File: config.mk
export PLATFORM = sky130hd
export DESIGN_NAME = text_cursor_writer_flat
export DESIGN_NICKNAME = d
export VERILOG_FILES = /design/src/rtl/text_cursor_writer_if.sv /design/src/rtl/text_cursor_writer.sv /design/src/flat_wrapper.sv
export SDC_FILE = /design/constraint.sdc
export NUM_CORES = 1
export LEC_CHECK = 0
export BUFFER_PORTS_ARGS = -buffer_cell sky130_fd_sc_hd__buf_4
export CAP_MARGIN = 20
export CORE_MARGIN = 2
export CORE_UTILIZATION = 48
export CTS_CLUSTER_SIZE = 14
export DETAILED_ROUTE_END_ITERATION = 16
export PLACE_DENSITY_LB_ADDON = 0.25
export REMOVE_ABC_BUFFERS = 1
export SLEW_MARGIN = 20
export SYNTH_ARGS = -nofsm -noshare
export SYNTH_HDL_FRONTEND = slang
export SYNTH_SLANG_ARGS = --single-unit
File: constraint.sdc
create_clock -name clk -period 2.5 [get_ports clk]
set_input_delay 0.375 -clock clk [delete_from_list [all_inputs] [get_ports clk]]
set_output_delay 0.375 -clock clk [all_outputs]
set_load 0.05 [all_outputs]
File: src/rtl/text_cursor_writer_if.sv
// ---------------------------------------------------------------------------
// text_cursor_writer_if
// Valid/ready stream of text operations feeding text_cursor_writer.
//   in_valid  operation valid (upstream holds it until accepted)
//   in_ready  writer can accept an operation this cycle
//   in_op     0=PUT, 1=NEWLINE, 2=CLEAR, 3=GOTO
//   in_char   glyph code for PUT (0 = blank)
//   in_x/in_y target cell for GOTO
// master = operation source, slave = text_cursor_writer.
// ---------------------------------------------------------------------------
interface text_cursor_writer_if;
    logic       in_valid;
    logic       in_ready;
    logic [1:0] in_op;
    logic [4:0] in_char;
    logic [5:0] in_x;
    logic [5:0] in_y;

    modport master (
        output in_valid, in_op, in_char, in_x, in_y,
        input  in_ready
    );

    modport slave (
        input  in_valid, in_op, in_char, in_x, in_y,
        output in_ready
    );
endinterface

File: src/rtl/text_cursor_writer.sv
// ---------------------------------------------------------------------------
// text_cursor_writer
// Host-side writer for a COLS x ROWS character frame buffer. Consumes a
// stream of text operations (PUT / NEWLINE / CLEAR / GOTO), keeps a cursor
// with line wrap (no scroll) and sweeps every cell with blanks on CLEAR.
//
// Ports:
//   clk, reset    system clock, synchronous active-high reset
//   op_if         operation stream (slave side)
//   x_o, y_o      frame write column / row        (registered)
//   char_o        frame write glyph               (registered)
//   we_o          frame write strobe, one per cell (registered)
//   cursor_x_o/y  current cursor position
//   busy_o        clear sweep in progress
// ---------------------------------------------------------------------------
module text_cursor_writer #(
    parameter int COLS           = 40,
    parameter int ROWS           = 30,
    parameter bit CLEAR_ON_RESET = 1'b1
) (
    input  logic                 clk,
    input  logic                 reset,
    text_cursor_writer_if.slave  op_if,
    output logic [5:0]           x_o,
    output logic [5:0]           y_o,
    output logic [4:0]           char_o,
    output logic                 we_o,
    output logic [5:0]           cursor_x_o,
    output logic [5:0]           cursor_y_o,
    output logic                 busy_o
);

    typedef enum logic [0:0] {IDLE, CLEAR} state_e;

    localparam logic [1:0] OP_PUT     = 2'd0;
    localparam logic [1:0] OP_NEWLINE = 2'd1;
    localparam logic [1:0] OP_CLEAR   = 2'd2;
    localparam logic [1:0] OP_GOTO    = 2'd3;

    localparam logic [5:0] X_MAX  = 6'(COLS - 1);
    localparam logic [5:0] Y_MAX  = 6'(ROWS - 1);
    localparam logic [5:0] X_LIM  = 6'(COLS);
    localparam logic [5:0] Y_LIM  = 6'(ROWS);

    state_e     state_q;
    logic [5:0] x_q, y_q;       // frame address; doubles as the sweep counter
    logic [4:0] chr_q;
    logic       we_q;
    logic [5:0] cx_q, cy_q;     // cursor

    logic       ready;
    logic       accept;
    logic [5:0] put_x_d, put_y_d;   // cursor after a PUT
    logic [5:0] nl_y_d;             // row after a NEWLINE / line wrap
    logic       goto_ok;

    assign ready  = (state_q == IDLE) && !reset;
    assign accept = op_if.in_valid && ready;
    assign op_if.in_ready = ready;

    always_comb begin
        nl_y_d  = (cy_q == Y_MAX) ? 6'd0 : cy_q + 6'd1;
        put_x_d = (cx_q == X_MAX) ? 6'd0 : cx_q + 6'd1;
        put_y_d = (cx_q == X_MAX) ? nl_y_d : cy_q;
        goto_ok = (op_if.in_x < X_LIM) && (op_if.in_y < Y_LIM);
    end

    always_ff @(posedge clk) begin
        if (reset) begin
            state_q <= CLEAR_ON_RESET ? CLEAR : IDLE;
            x_q     <= 6'd0;
            y_q     <= 6'd0;
            chr_q   <= 5'd0;
            we_q    <= 1'b0;
            cx_q    <= 6'd0;
            cy_q    <= 6'd0;
        end else begin
            case (state_q)
                IDLE: begin
                    we_q <= 1'b0;
                    if (accept) begin
                        case (op_if.in_op)
                            OP_PUT: begin
                                we_q  <= 1'b1;
                                x_q   <= cx_q;
                                y_q   <= cy_q;
                                chr_q <= op_if.in_char;
                                cx_q  <= put_x_d;
                                cy_q  <= put_y_d;
                            end
                            OP_NEWLINE: begin
                                cx_q <= 6'd0;
                                cy_q <= nl_y_d;
                            end
                            OP_CLEAR: begin
                                // first sweep cell is emitted straight away
                                state_q <= CLEAR;
                                we_q    <= 1'b1;
                                x_q     <= 6'd0;
                                y_q     <= 6'd0;
                                chr_q   <= 5'd0;
                                cx_q    <= 6'd0;
                                cy_q    <= 6'd0;
                            end
                            OP_GOTO: begin
                                if (goto_ok) begin
                                    cx_q <= op_if.in_x;
                                    cy_q <= op_if.in_y;
                                end
                            end
                            default: ;
                        endcase
                    end
                end
                CLEAR: begin
                    chr_q <= 5'd0;
                    if (!we_q) begin
                        // entered from reset: nothing written yet, start at (0,0)
                        we_q <= 1'b1;
                        x_q  <= 6'd0;
                        y_q  <= 6'd0;
                    end else if (x_q == X_MAX) begin
                        x_q <= 6'd0;
                        if (y_q == Y_MAX) begin
                            y_q     <= 6'd0;
                            we_q    <= 1'b0;
                            state_q <= IDLE;
                        end else begin
                            y_q <= y_q + 6'd1;
                        end
                    end else begin
                        x_q <= x_q + 6'd1;
                    end
                end
                default: state_q <= IDLE;
            endcase
        end
    end

    assign x_o        = x_q;
    assign y_o        = y_q;
    assign char_o     = chr_q;
    assign we_o       = we_q;
    assign cursor_x_o = cx_q;
    assign cursor_y_o = cy_q;
    assign busy_o     = (state_q == CLEAR);

endmodule

File: src/flat_wrapper.sv
// flat-port wrapper written by rule: the top's interface ports become plain ports
module text_cursor_writer_flat 
#(
    parameter int COLS           = 40,
    parameter int ROWS           = 30,
    parameter bit CLEAR_ON_RESET = 1'b1
)
  (clk, reset, x_o, y_o, char_o, we_o, cursor_x_o, cursor_y_o, busy_o, op_if_in_valid, op_if_in_op, op_if_in_char, op_if_in_x, op_if_in_y, op_if_in_ready);
  text_cursor_writer_if op_if_i ();
  input  logic clk;
  input  logic reset;
  output logic [5:0] x_o;
  output logic [5:0] y_o;
  output logic [4:0] char_o;
  output logic we_o;
  output logic [5:0] cursor_x_o;
  output logic [5:0] cursor_y_o;
  output logic busy_o;
  input wire logic [$bits(op_if_i.in_valid)-1:0] op_if_in_valid;
  input wire logic [$bits(op_if_i.in_op)-1:0] op_if_in_op;
  input wire logic [$bits(op_if_i.in_char)-1:0] op_if_in_char;
  input wire logic [$bits(op_if_i.in_x)-1:0] op_if_in_x;
  input wire logic [$bits(op_if_i.in_y)-1:0] op_if_in_y;
  output wire logic [$bits(op_if_i.in_ready)-1:0] op_if_in_ready;
  assign op_if_i.in_valid = op_if_in_valid;
  assign op_if_i.in_op = op_if_in_op;
  assign op_if_i.in_char = op_if_in_char;
  assign op_if_i.in_x = op_if_in_x;
  assign op_if_i.in_y = op_if_in_y;
  assign op_if_in_ready = op_if_i.in_ready;
  text_cursor_writer #(.COLS(COLS), .ROWS(ROWS), .CLEAR_ON_RESET(CLEAR_ON_RESET)) u_core (.clk(clk), .reset(reset), .op_if(op_if_i), .x_o(x_o), .y_o(y_o), .char_o(char_o), .we_o(we_o), .cursor_x_o(cursor_x_o), .cursor_y_o(cursor_y_o), .busy_o(busy_o));
endmodule
== Yosys cells after proc, flatten, opt, wreduce, memory -nomap -nowiden ==
Index checks and enable logic that the tools add are counted.

* Bits in registers: 31
* Input port bits: 22
* Output and inout bits: 32

* $add $sub $neg: 4
* Magnitude comparators: 2
* Equality and inequality tests: 12
* Multiplexer cells: 30
* Bitwise gates (word level): 1
* Reduce and logical (&&, ||, !) cells: 11

{| class="wikitable"
|+ Operator list
! kind !! number
|-
| $mux W6 || 12
|-
| $pmux W6 S2 || 4
|-
| $add A6 B1 Y6 const B || 4
|-
| $pmux W6 S4 || 1
|-
| $pmux W5 S2 || 2
|-
| $pmux W6 S3 || 1
|-
| $eq A6 B5 Y1 const B || 2
|-
| $eq A6 B6 Y1 const B || 2
|-
| $mux W1 || 7
|-
| $lt A6 B5 Y1 const B || 1
|-
| $lt A6 B6 Y1 const B || 1
|-
| $ne A2 B1 Y1 const B || 3
|-
| $ne A3 B3 Y1 const B || 2
|-
| $reduce_and A3 Y1 || 2
|-
| $mux W5 || 1
|-
| $eq A2 B2 Y1 const B || 2
|-
| $pmux W1 S2 || 2
|-
| $reduce_and A4 Y1 || 1
|-
| $reduce_or A2 Y1 || 2
|-
| $logic_and A1 B1 Y1 || 3
|-
| $eq A2 B1 Y1 const B || 1
|-
| $logic_not A2 Y1 || 1
|-
| $reduce_and A2 Y1 || 1
|-
| $logic_not A1 Y1 || 1
|-
| $not A1 Y1 || 1
|}

== Logic depth before layout (Yosys ltp) ==
Gate-level depths: netlist of the first run.

* Depth after elaboration: 5
* Depth in mapped cells: 7
* Depth with buffers taken out: 6

== Worst setup path after synthesis of the first run ==
Ideal clock, no wire load.

* Path kind: register to register
* From: register u_core.state_q (netlist: u_core.busy_o)
* To: register u_core.cy_q[2] (netlist: u_core.cursor_y_o[2])
* Setup time: 92 ps
* Arrival: 2157 ps
* Path slack: 251 ps
* Stages on the path, launching flop included: 6
* Buffers on the path: 1
* Cells stage by stage: dfxtp_1 nor2_1 nand2_1 or3_1 buf_2 o32ai_1

* Cells in the longest elaborated chain, start to end: 4

{| class="wikitable"
|+ Ends and longest elaborated chain
! what !! line !! text
|-
| start: declaration || text_cursor_writer.sv:45 || <nowiki>state_e state_q;</nowiki>
|-
| start signal: assignment || text_cursor_writer.sv:70 || <nowiki>state_q <= CLEAR_ON_RESET ? CLEAR : IDLE;</nowiki>
|-
| $not A1 Y1 (no source line) || -- ||
|-
| $logic_and A1 B1 Y1 || text_cursor_writer.sv:57 || <nowiki>assign ready = (state_q == IDLE) && !reset;</nowiki>
|-
| net op_if_in_ready || flat_wrapper.sv:24 || <nowiki>output wire logic [$bits(op_if_i.in_ready)-1:0] op_if_in_ready;</nowiki>
|-
| $logic_and A1 B1 Y1 || text_cursor_writer.sv:58 || <nowiki>assign accept = op_if.in_valid && ready;</nowiki>
|-
| $reduce_and A4 Y1 (no source line) || -- ||
|-
| end signal: assignment || text_cursor_writer.sv:89 || <nowiki>cy_q <= put_y_d;</nowiki>
|-
| end signal: assignment || text_cursor_writer.sv:93 || <nowiki>cy_q <= nl_y_d;</nowiki>
|-
| end signal: assignment || text_cursor_writer.sv:108 || <nowiki>cy_q <= op_if.in_y;</nowiki>
|-
| end: declaration || text_cursor_writer.sv:49 || <nowiki>logic [5:0] cx_q, cy_q;</nowiki>
|}

The timed path passes the listed nets, and every way through them passes these cells.
A chain may end at the register's enable or synchronous reset.

== Worst setup path in the final report of the first run ==
* From: register u_core.cx_q[1] (netlist: u_core.cursor_x_o[1])
* To: register u_core.cy_q[2] (netlist: u_core.cursor_y_o[2])

* Cells in the longest elaborated chain, start to end: 3

{| class="wikitable"
|+ Ends and longest elaborated chain
! what !! line !! text
|-
| start: declaration || text_cursor_writer.sv:49 ||
|-
| start signal: assignment || text_cursor_writer.sv:88 || <nowiki>cx_q <= put_x_d;</nowiki>
|-
| start signal: assignment || text_cursor_writer.sv:107 || <nowiki>cx_q <= op_if.in_x;</nowiki>
|-
| $eq A6 B6 Y1 || text_cursor_writer.sv:64 || <nowiki>put_y_d = (cx_q == X_MAX) ? nl_y_d : cy_q;</nowiki>
|-
| $ne A2 B1 Y1 (no source line) || -- ||
|-
| $reduce_and A4 Y1 (no source line) || -- ||
|}

Every way passes these cells.

==> results of run 1 <==
==> cell type report <==
class | instances | area (sq um) | share of cell area (%)
Timing Repair Buffer | 59 | 442.9 | 18.33
Tap cell | 48 | 60.06 | 2.486
Sequential cell | 31 | 620.6 | 25.69
Multi-Input combinational cell | 169 | 1130 | 46.76
Inverter | 12 | 45.04 | 1.864
Clock buffer | 6 | 82.58 | 3.418
Clock inverter | 2 | 35.03 | 1.450
==> placed cells by master, fill, tap and decap left out, types with 2 or more instances in the layout <==
master	count
nand3_1	8
nor4_1	3
o311ai_0	7
nor2_1	13
o32ai_1	5
mux2i_1	2
o21ai_0	8
nor3_1	5
a22oi_1	9
a221oi_1	5
o211ai_1	2
xnor2_1	2
nand2b_1	4
a31oi_1	4
nor3b_1	3
clkbuf_8	6
nand2_1	13
o31ai_1	3
ha_1	6
o21ai_1	3
a2111oi_0	3
and3_1	3
nand4_1	2
inv_1	12
a21oi_1	14
and2_1	4
a32oi_1	3
o31a_1	2
a2bb2oi_1	2
dfxtp_1	31
buf_4	59
a31o_2	2
a211oi_1	11
==> final timing paths <==
kind                                      startpoint              endpoint  slack (ps)
worst max-delay path            u_core.cursor_x_o[1]  u_core.cursor_y_o[2]         500
worst max register to register  u_core.cursor_x_o[1]  u_core.cursor_y_o[2]         500
worst min register to register      u_core.char_o[1]      u_core.char_o[1]         500
worst min-delay path                op_if_in_char[2]      u_core.char_o[2]         330
==> metrics by stage <==
| stage | instances | setup TNS (ps) |
|---|---|---|
| CTS | 327 | 0 |
| global placement | 319 | 0 |
| global route | 327 | 0 |
| finish | 327 | 0 |
| detailed placement | 319 | 0 |
| floorplan | 212 | -65.62 |
==> power groups by stage <==
| stage | registers [mW] | clock network (mW) | logic (mW) |
|---|---|---|---|
| after global routing | 0.506 | 0.552 | 0.134 |
| after detailed placement | 0.517 | 0 | 0.122 |
| after CTS | 0.506 | 0.522 | 0.122 |
| after global placement | 0.517 | 0 | 0.121 |
| after floorplan | 0.532 | 0 | 0.0463 |
| final | 0.506 | 0.516 | 0.123 |
==> metal layers <==
layer | share of wire, % | vias up | routed length (um)
met3 | 7.0 | 10 | 362
li1 | - | 990 | -
met1 | 44 | 951 | 2275
met5 | 0 | - | 0
met4 | 1.9 | 0 | 99
met2 | 47 | 83 | 2438
==> registers in the layout, indices dropped and copies added (netlist names) <==
name and cells:
u_core.cursor_x_o 6, u_core.cursor_y_o 6, u_core.x_o 6, u_core.y_o 6, u_core.char_o 5, u_core.busy_o 1, u_core.we_o 1
==> kinds of logic (layout without fill, tap and decap cells) <==
kind of cell,after synthesis,count (layout),share of synthesized area [%]
AOI/OAI and AO/OA,90,90,34.81
xor gates and xnor gates,2,2,0.9410
adders and majority gates,6,6,4.032
buffers and inverters,27,79,5.981
DFF,31,31,33.33
muxes,2,2,1.075
and+or+nand+nor,69,69,19.83
==> worst max-delay path: cells and delay by family (launching register included) <==
| kind | cells | cell delay, ps |
|---|---|---|
| compound gates | 2 | 620 |
| simple gates | 2 | 580 |
| flops | 1 | 430 |
| fa+ha+maj | 1 | 270 |
==> metrics.md, run 1 <==
| Metric | Value |
|---|---|
| CORE AREA | 3689 sq um |
| Total power | 1.145 mW |
| Worst Path Max Fanout | 7 |
| Max IR drop VDD | 0.0003339 V |
| Final instance area | 2416 sq um |
| Pint | 0.8730 mW |
| Antenna-violating nets left | 0 |
| Wire per inst | 15.83 um |
| WP data arrival | 2190 ps |
| Fillers | 331 |
| Num ports | 54 |
| Synth cell types | 52 |
| Synth area leader | dfxtp_1 |
| Buffers on Ports | 53 |
| Hold WS | 334.6 ps |
| Req. time, crit path | 2700 ps |
| Share of the synthesized area in the top cell type | 33.33% |
| Setup bufs post-CTS | 0 |
| Clock latency on the worst-skew pair | 290 ps |
| Die area | 4393 sq um |
| Fmax | 501.1 MHz |
| DRC viols | 0 |
| Post-synthesis sequential area ratio | 33.33% |
| Dpl cell area | 2298 sq um |
| Part of the power in the clock network | 45.1% |
| Utilization after layout | 65.50% |
| Vias in the first global route | 1866 |
| Post-synthesis sequential element count | 31 |
| Flop pwr share | 44.2% |
| Resized Gates After CTS | 0 |
| Slew Viols, Final | 0 |
| CP endpoint kind | flip-flop |
| HP Class | in2reg |
| Synth Instances | 227 |
| Rows | 22 |
| Combinational share of power | 10.7% |
| Layout cells sized above 1 | 25.09% |
| # nets final | 306 |
| GRT Max-Usage Layer | met2 |
| Clk slew on worst S/H paths | 70 ps |
| Switching part of the total | 23.74% |
| Synth top cells by count | 31 x dfxtp_1, 14 x a21oi_1, 13 x nand2_1, 13 x nor2_1, 12 x inv_1 |
| Clk sinks | 31 |
| Worst hold path depth | 3 |
| Fin worst setup slack | 504.3 ps |
| Overall Global Routing Usage | 25.69% |
| Hpwl dp | 3774 um |
| Top-count cell post-synth | dfxtp_1 |
| WL final | 5176 um |
| Yosys warnings | 0 |
| CP Cell Sequence | ha_1 -> nand3b_1 -> o31a_1 -> or3_1 -> o32ai_1 |
| Startpoint Class | flip-flop |
| Post-synth EDFFs | 0 |
| Vias per cell | 6.220 |
| Met2 global-route usage | 39.50% |
| Skew final | 10.20 ps |
| Worst Max-Slew Pin Slew | 608.9 ps |
| Layout area overhead | 29.77% |
| CTS Hold Bufs | 0 |
| Die H | 66.28 um |
| Net Sw Power | 0.2718 mW |
| Grt ovf | 0 |
| Slew HR | 59.41% |
| Initial Utilization | 50.47% |
| Initial antenna violation count | 0 |
| Synth top area cells | dfxtp_1 33%, a211oi_1 4.4%, ha_1 4.0%, a21oi_1 3.8%, a22oi_1 3.6% |
| Leakage power | 0.9573 nW |
| # setup viols final | 0 |
| Run status | finished clean |
| RSZ-0062 raised after global routing | false |
| Die W | 66.28 um |
| Crit path largest cell delay | 450 ps |
| Global-route wire length before repair | 8687 um |
| First-pass iteration count of the detailed router | 5 |
| CTS Buf Count | 5 |
| H-Tree Depth | 2 |
| Min cycle time layout | 1996 ps |
| CTS Buffer Depth | 2 |
| Avg Cell Area, Syn | 8.202 sq um |
| TritonCTS clock tree | done |
| N_diodes | 0 |
| M3 GR Usage | 6.474% |
| Pre-CTS WS | 527.8 ps |
| Final period utilization | 79.83% |
| DR vias | 2034 |
| Max_cap viols | 0 |
| Synthesized cell area | 1862 sq um |
| Ys flop type | dfxtp_1 |
| Crit path kind | reg2reg |
| Pin count of the biggest net entering global routing | 31 |
| Crit-path slowest cell | or3_1 |
| Pwr dens | 473.8 nW/um^2 |
| CTS root buffer | clkbuf_8 |
| GRT met1 Usage | 34.20% |
| R2R depth | 5 |
| Placer Congestion | 0.9338 |
| Final Hold Viols | 0 |
| Starting DRT DRC Count | 215 |
| Async SR Flop Fraction | 0% |
No activity file was read; power rests on OpenSTA's default activity.
==> run 2, diff against run 1 <==
ABC_AREA = 1   (was default)
CORE_UTILIZATION = 47   (was 48)
clock period = 1.8 ns   (was 2.5 ns; I/O delays follow)
==> metrics.md, run 2 <==
| Metric | Value |
|---|---|
| CORE AREA | 4029 sq um (+9.2%) |
| Vias per cell | 5.010 (-19%) |
| CTS Buf Count | 5 (unchanged) |
| Num ports | 54 (unchanged) |
| Rows | 23 (+4.5%) |
| Layout area overhead | 27.94% |
| DR vias | 2104 (+3.4%) |
| Fin worst setup slack | 226.0 ps (-278.3 ps) |
| RSZ-0062 raised after global routing | false |
| Ys flop type | dfxtp_1 |
| Clock latency on the worst-skew pair | 290 ps (about the same) |
| Placer Congestion | 0.8547 (-8.5%) |
| Setup TNS | 0 ps (unchanged) |
| Skew final | 5.591 ps (-4.613 ps) |
| Top-count cell post-synth | nand2_1 |
| Net Sw Power | 0.4147 mW (+53%) |
| Crit-path slowest cell | dfxtp_1 |
| Startpoint Class | flip-flop |
| Setup bufs post-CTS | 0 (unchanged) |
| Avg Cell Area, Syn | 6.336 sq um (-23%) |
| CTS Hold Bufs | 0 (unchanged) |
| Layout cells sized above 1 | 20.00% (-5.1 points) |
| Fmax | 635.3 MHz (+27%) |
| Pre-CTS WS | 239.1 ps (-288.6 ps) |
| Post-synth EDFFs | 0 (unchanged) |
| Worst Path Buf+Inv | 1 (+1) |
| Hold_sp | op_if_in_char[3] |
| Die area | 4727 sq um (+7.6%) |
| HP Class | in2reg |
| Pin count of the biggest net entering global routing | 15 (-52%) |
| Crit path kind | reg2reg |
| Synth top area cells | dfxtp_1 31%, nand2_1 19%, nor2_1 9.7%, inv_1 6.1%, nand3_1 5.8% |
| Clk slew on worst S/H paths | 70 ps (about the same) |
| Antenna-violating nets left | 0 (unchanged) |
| Req. time, crit path | 1980 ps (-720 ps) |
| Initial Utilization | 48.91% (-1.6 points) |
| TritonCTS clock tree | done |
| Worst Path Max Fanout | 12 (+5) |
| Most common cell after layout, fill and taps aside | nand2_1 |
| WL final | 4936 um (-4.6%) |
| Max IR drop VDD | 0.0005012 V (+50%) |
| Hpwl dp | 3756 um (-0.48%) |
| Worst Max-Slew Pin Slew | 475.5 ps (-133.4 ps) |
| DRC viols | 0 (unchanged) |
| Buffers on Ports | 53 (unchanged) |
| Pwr dens | 649.7 nW/um^2 (+37%) |
| Overall Global Routing Usage | 23.42% (-2.3 points) |
| Global-route wire length before repair | 8321 um (-4.2%) |
| Synth top cells by count | 100 x nand2_1, 51 x nor2_1, 32 x inv_1, 31 x dfxtp_1, 23 x nand3_1 |
| Slew HR | 68.27% (+8.9 points) |
| Flop pwr share | 43.4% (-0.8 points) |
| Max_cap viols | 0 (unchanged) |
| Synth cell types | 28 (-46%) |
| Part of the power in the clock network | 44.2% (-0.9 points) |
| Die W | 68.75 um (+3.7%) |
| Yosys warnings | 0 (unchanged) |
| Synth Instances | 311 (+37%) |
| Post-synthesis sequential area ratio | 31.49% (-1.8 points) |
| Grt ovf | 0 (unchanged) |
| N_diodes | 0 (unchanged) |
| Share of the synthesized area in the top cell type | 31.49% (-1.8 points) |
| Worst setup startpoint | u_core.cursor_x_o[0] |
| WP data arrival | 1760 ps (-430 ps) |
| Reg2reg start | u_core.cursor_x_o[0] |
| Crit-path leading delay family | simple AND/OR/NAND/NOR gates |
| Pint | 1.223 mW (+40%) |
| Final Hold Viols | 0 (unchanged) |
| # nets final | 397 (+30%) |
| Leakage power | 1.262 nW (+32%) |
| CTS Buffer Depth | 2 (unchanged) |
| Initial antenna violation count | 0 (unchanged) |
| Final period utilization | 87.44% (+7.6 points) |
| Slew Viols, Final | 0 (unchanged) |
| Crit path largest cell delay | 430 ps (-20 ps) |
| CP endpoint kind | flip-flop |
| Synthesized cell area | 1971 sq um (+5.8%) |
| Most frequent cells in the layout | 100 x nand2_1, 57 x buf_4, 51 x nor2_1 |
| Clk sinks | 31 (unchanged) |
| Combinational share of power | 12.4% (+1.7 points) |
| Die H | 68.75 um (+3.7%) |
| First-pass iteration count of the detailed router | 4 (-1) |
| Min cycle time layout | 1574 ps (-421.7 ps) |
| Post-synthesis sequential element count | 31 (unchanged) |
| Run status | finished clean |
| Switching part of the total | 25.32% (+1.6 points) |
| CP Cell Sequence | ha_1 -> nand2_1 -> inv_1 -> nand3_1 -> nand2_1 -> nand3_2 -> nor2_1 -> nor2_1 |
| Async SR Flop Fraction | 0% (unchanged) |
| # setup viols final | 0 (unchanged) |
| Wire per inst | 11.75 um (-26%) |
| H-Tree Depth | 2 (unchanged) |
| Vias in the first global route | 1918 (+2.8%) |
| CTS root buffer | clkbuf_8 |
| Resized Gates After CTS | 0 (unchanged) |
| Synth area leader | dfxtp_1 |
| Starting DRT DRC Count | 176 (-18%) |
run 2: cell types whose count changed after synthesis, sizes merged, moves of 7 or more:
| cell | change |
|---|---|
| a211oi | -11 |
| a22oi | -9 |
| clkbuf | -8 |
| inv | +21 |
| nand2 | +90 |
| nand3 | +18 |
| nor2 | +40 |
| o21ai | +9 |
| o311ai | -7 |
run 2: logic make-up after synthesis:
logic type	count (synthesis)	synth area share, %
xor gates and xnor gates	7	3.111
DFF	31	31.49
AOI/OAI and AO/OA	43	11.81
and+or+nand+nor	185	40.57
buffers and inverters	39	9.206
adders and majority gates	6	3.809
run 2: routing by layer:
metal / part of all wire (%) / up-vias / track usage, %
li1: - / 1103 / -
met1: 45 / 941 / 29.13
met2: 47 / 46 / 39.18
met3: 4.6 / 14 / 4.383
met4: 2.6 / 0 / 10.54
met5: 0 / - / 0
run 2: final cells by class:
class / instances / area [sq um]
sequential: 31 / 620.6
inverter: 33 / 123.9
clock buffer: 6 / 82.58
fill: 410 / 1508
multi-input combinational: 241 / 1169
clock inverter: 2 / 35.03
timing repair buffer: 57 / 427.9
tap: 50 / 62.56
run 2: metrics by stage:
stage               utilization, %  hold slack, ps  cell area (sq um)  std cells  total power, mW
global route                 62.58           234.0               2521        420            1.708
detailed placement           59.66           457.9               2404        412           0.9291
CTS                          62.58           234.1               2521        420            1.646
floorplan                        -           339.1               1913        305           0.8384
global placement             59.66           451.7               2404        412           0.9265
finish                       62.58           237.6               2521        420            1.638
run 2: power groups by stage:
stage,clock [mW],sequential (mW),combinational [mW]
global placement,0,0.725,0.201
global route,0.769,0.712,0.227
detailed placement,0,0.726,0.204
finish,0.724,0.711,0.203
floorplan,0,0.765,0.0733
CTS,0.732,0.710,0.205
run 2: tightest hold or removal path, cell delays in order:
cell and delay, ps:
buf_4 110, nand2_1 50, a21oi_1 50
run 2: worst paths after layout:
check                                       endpoint  slack (ps)  depth (start not counted)
worst max-delay path            u_core.cursor_y_o[5]         230                          8
worst min-delay path                u_core.char_o[3]         240                          3
worst max register to register  u_core.cursor_y_o[5]         230                          8
worst min register to register      u_core.char_o[3]         460                          2
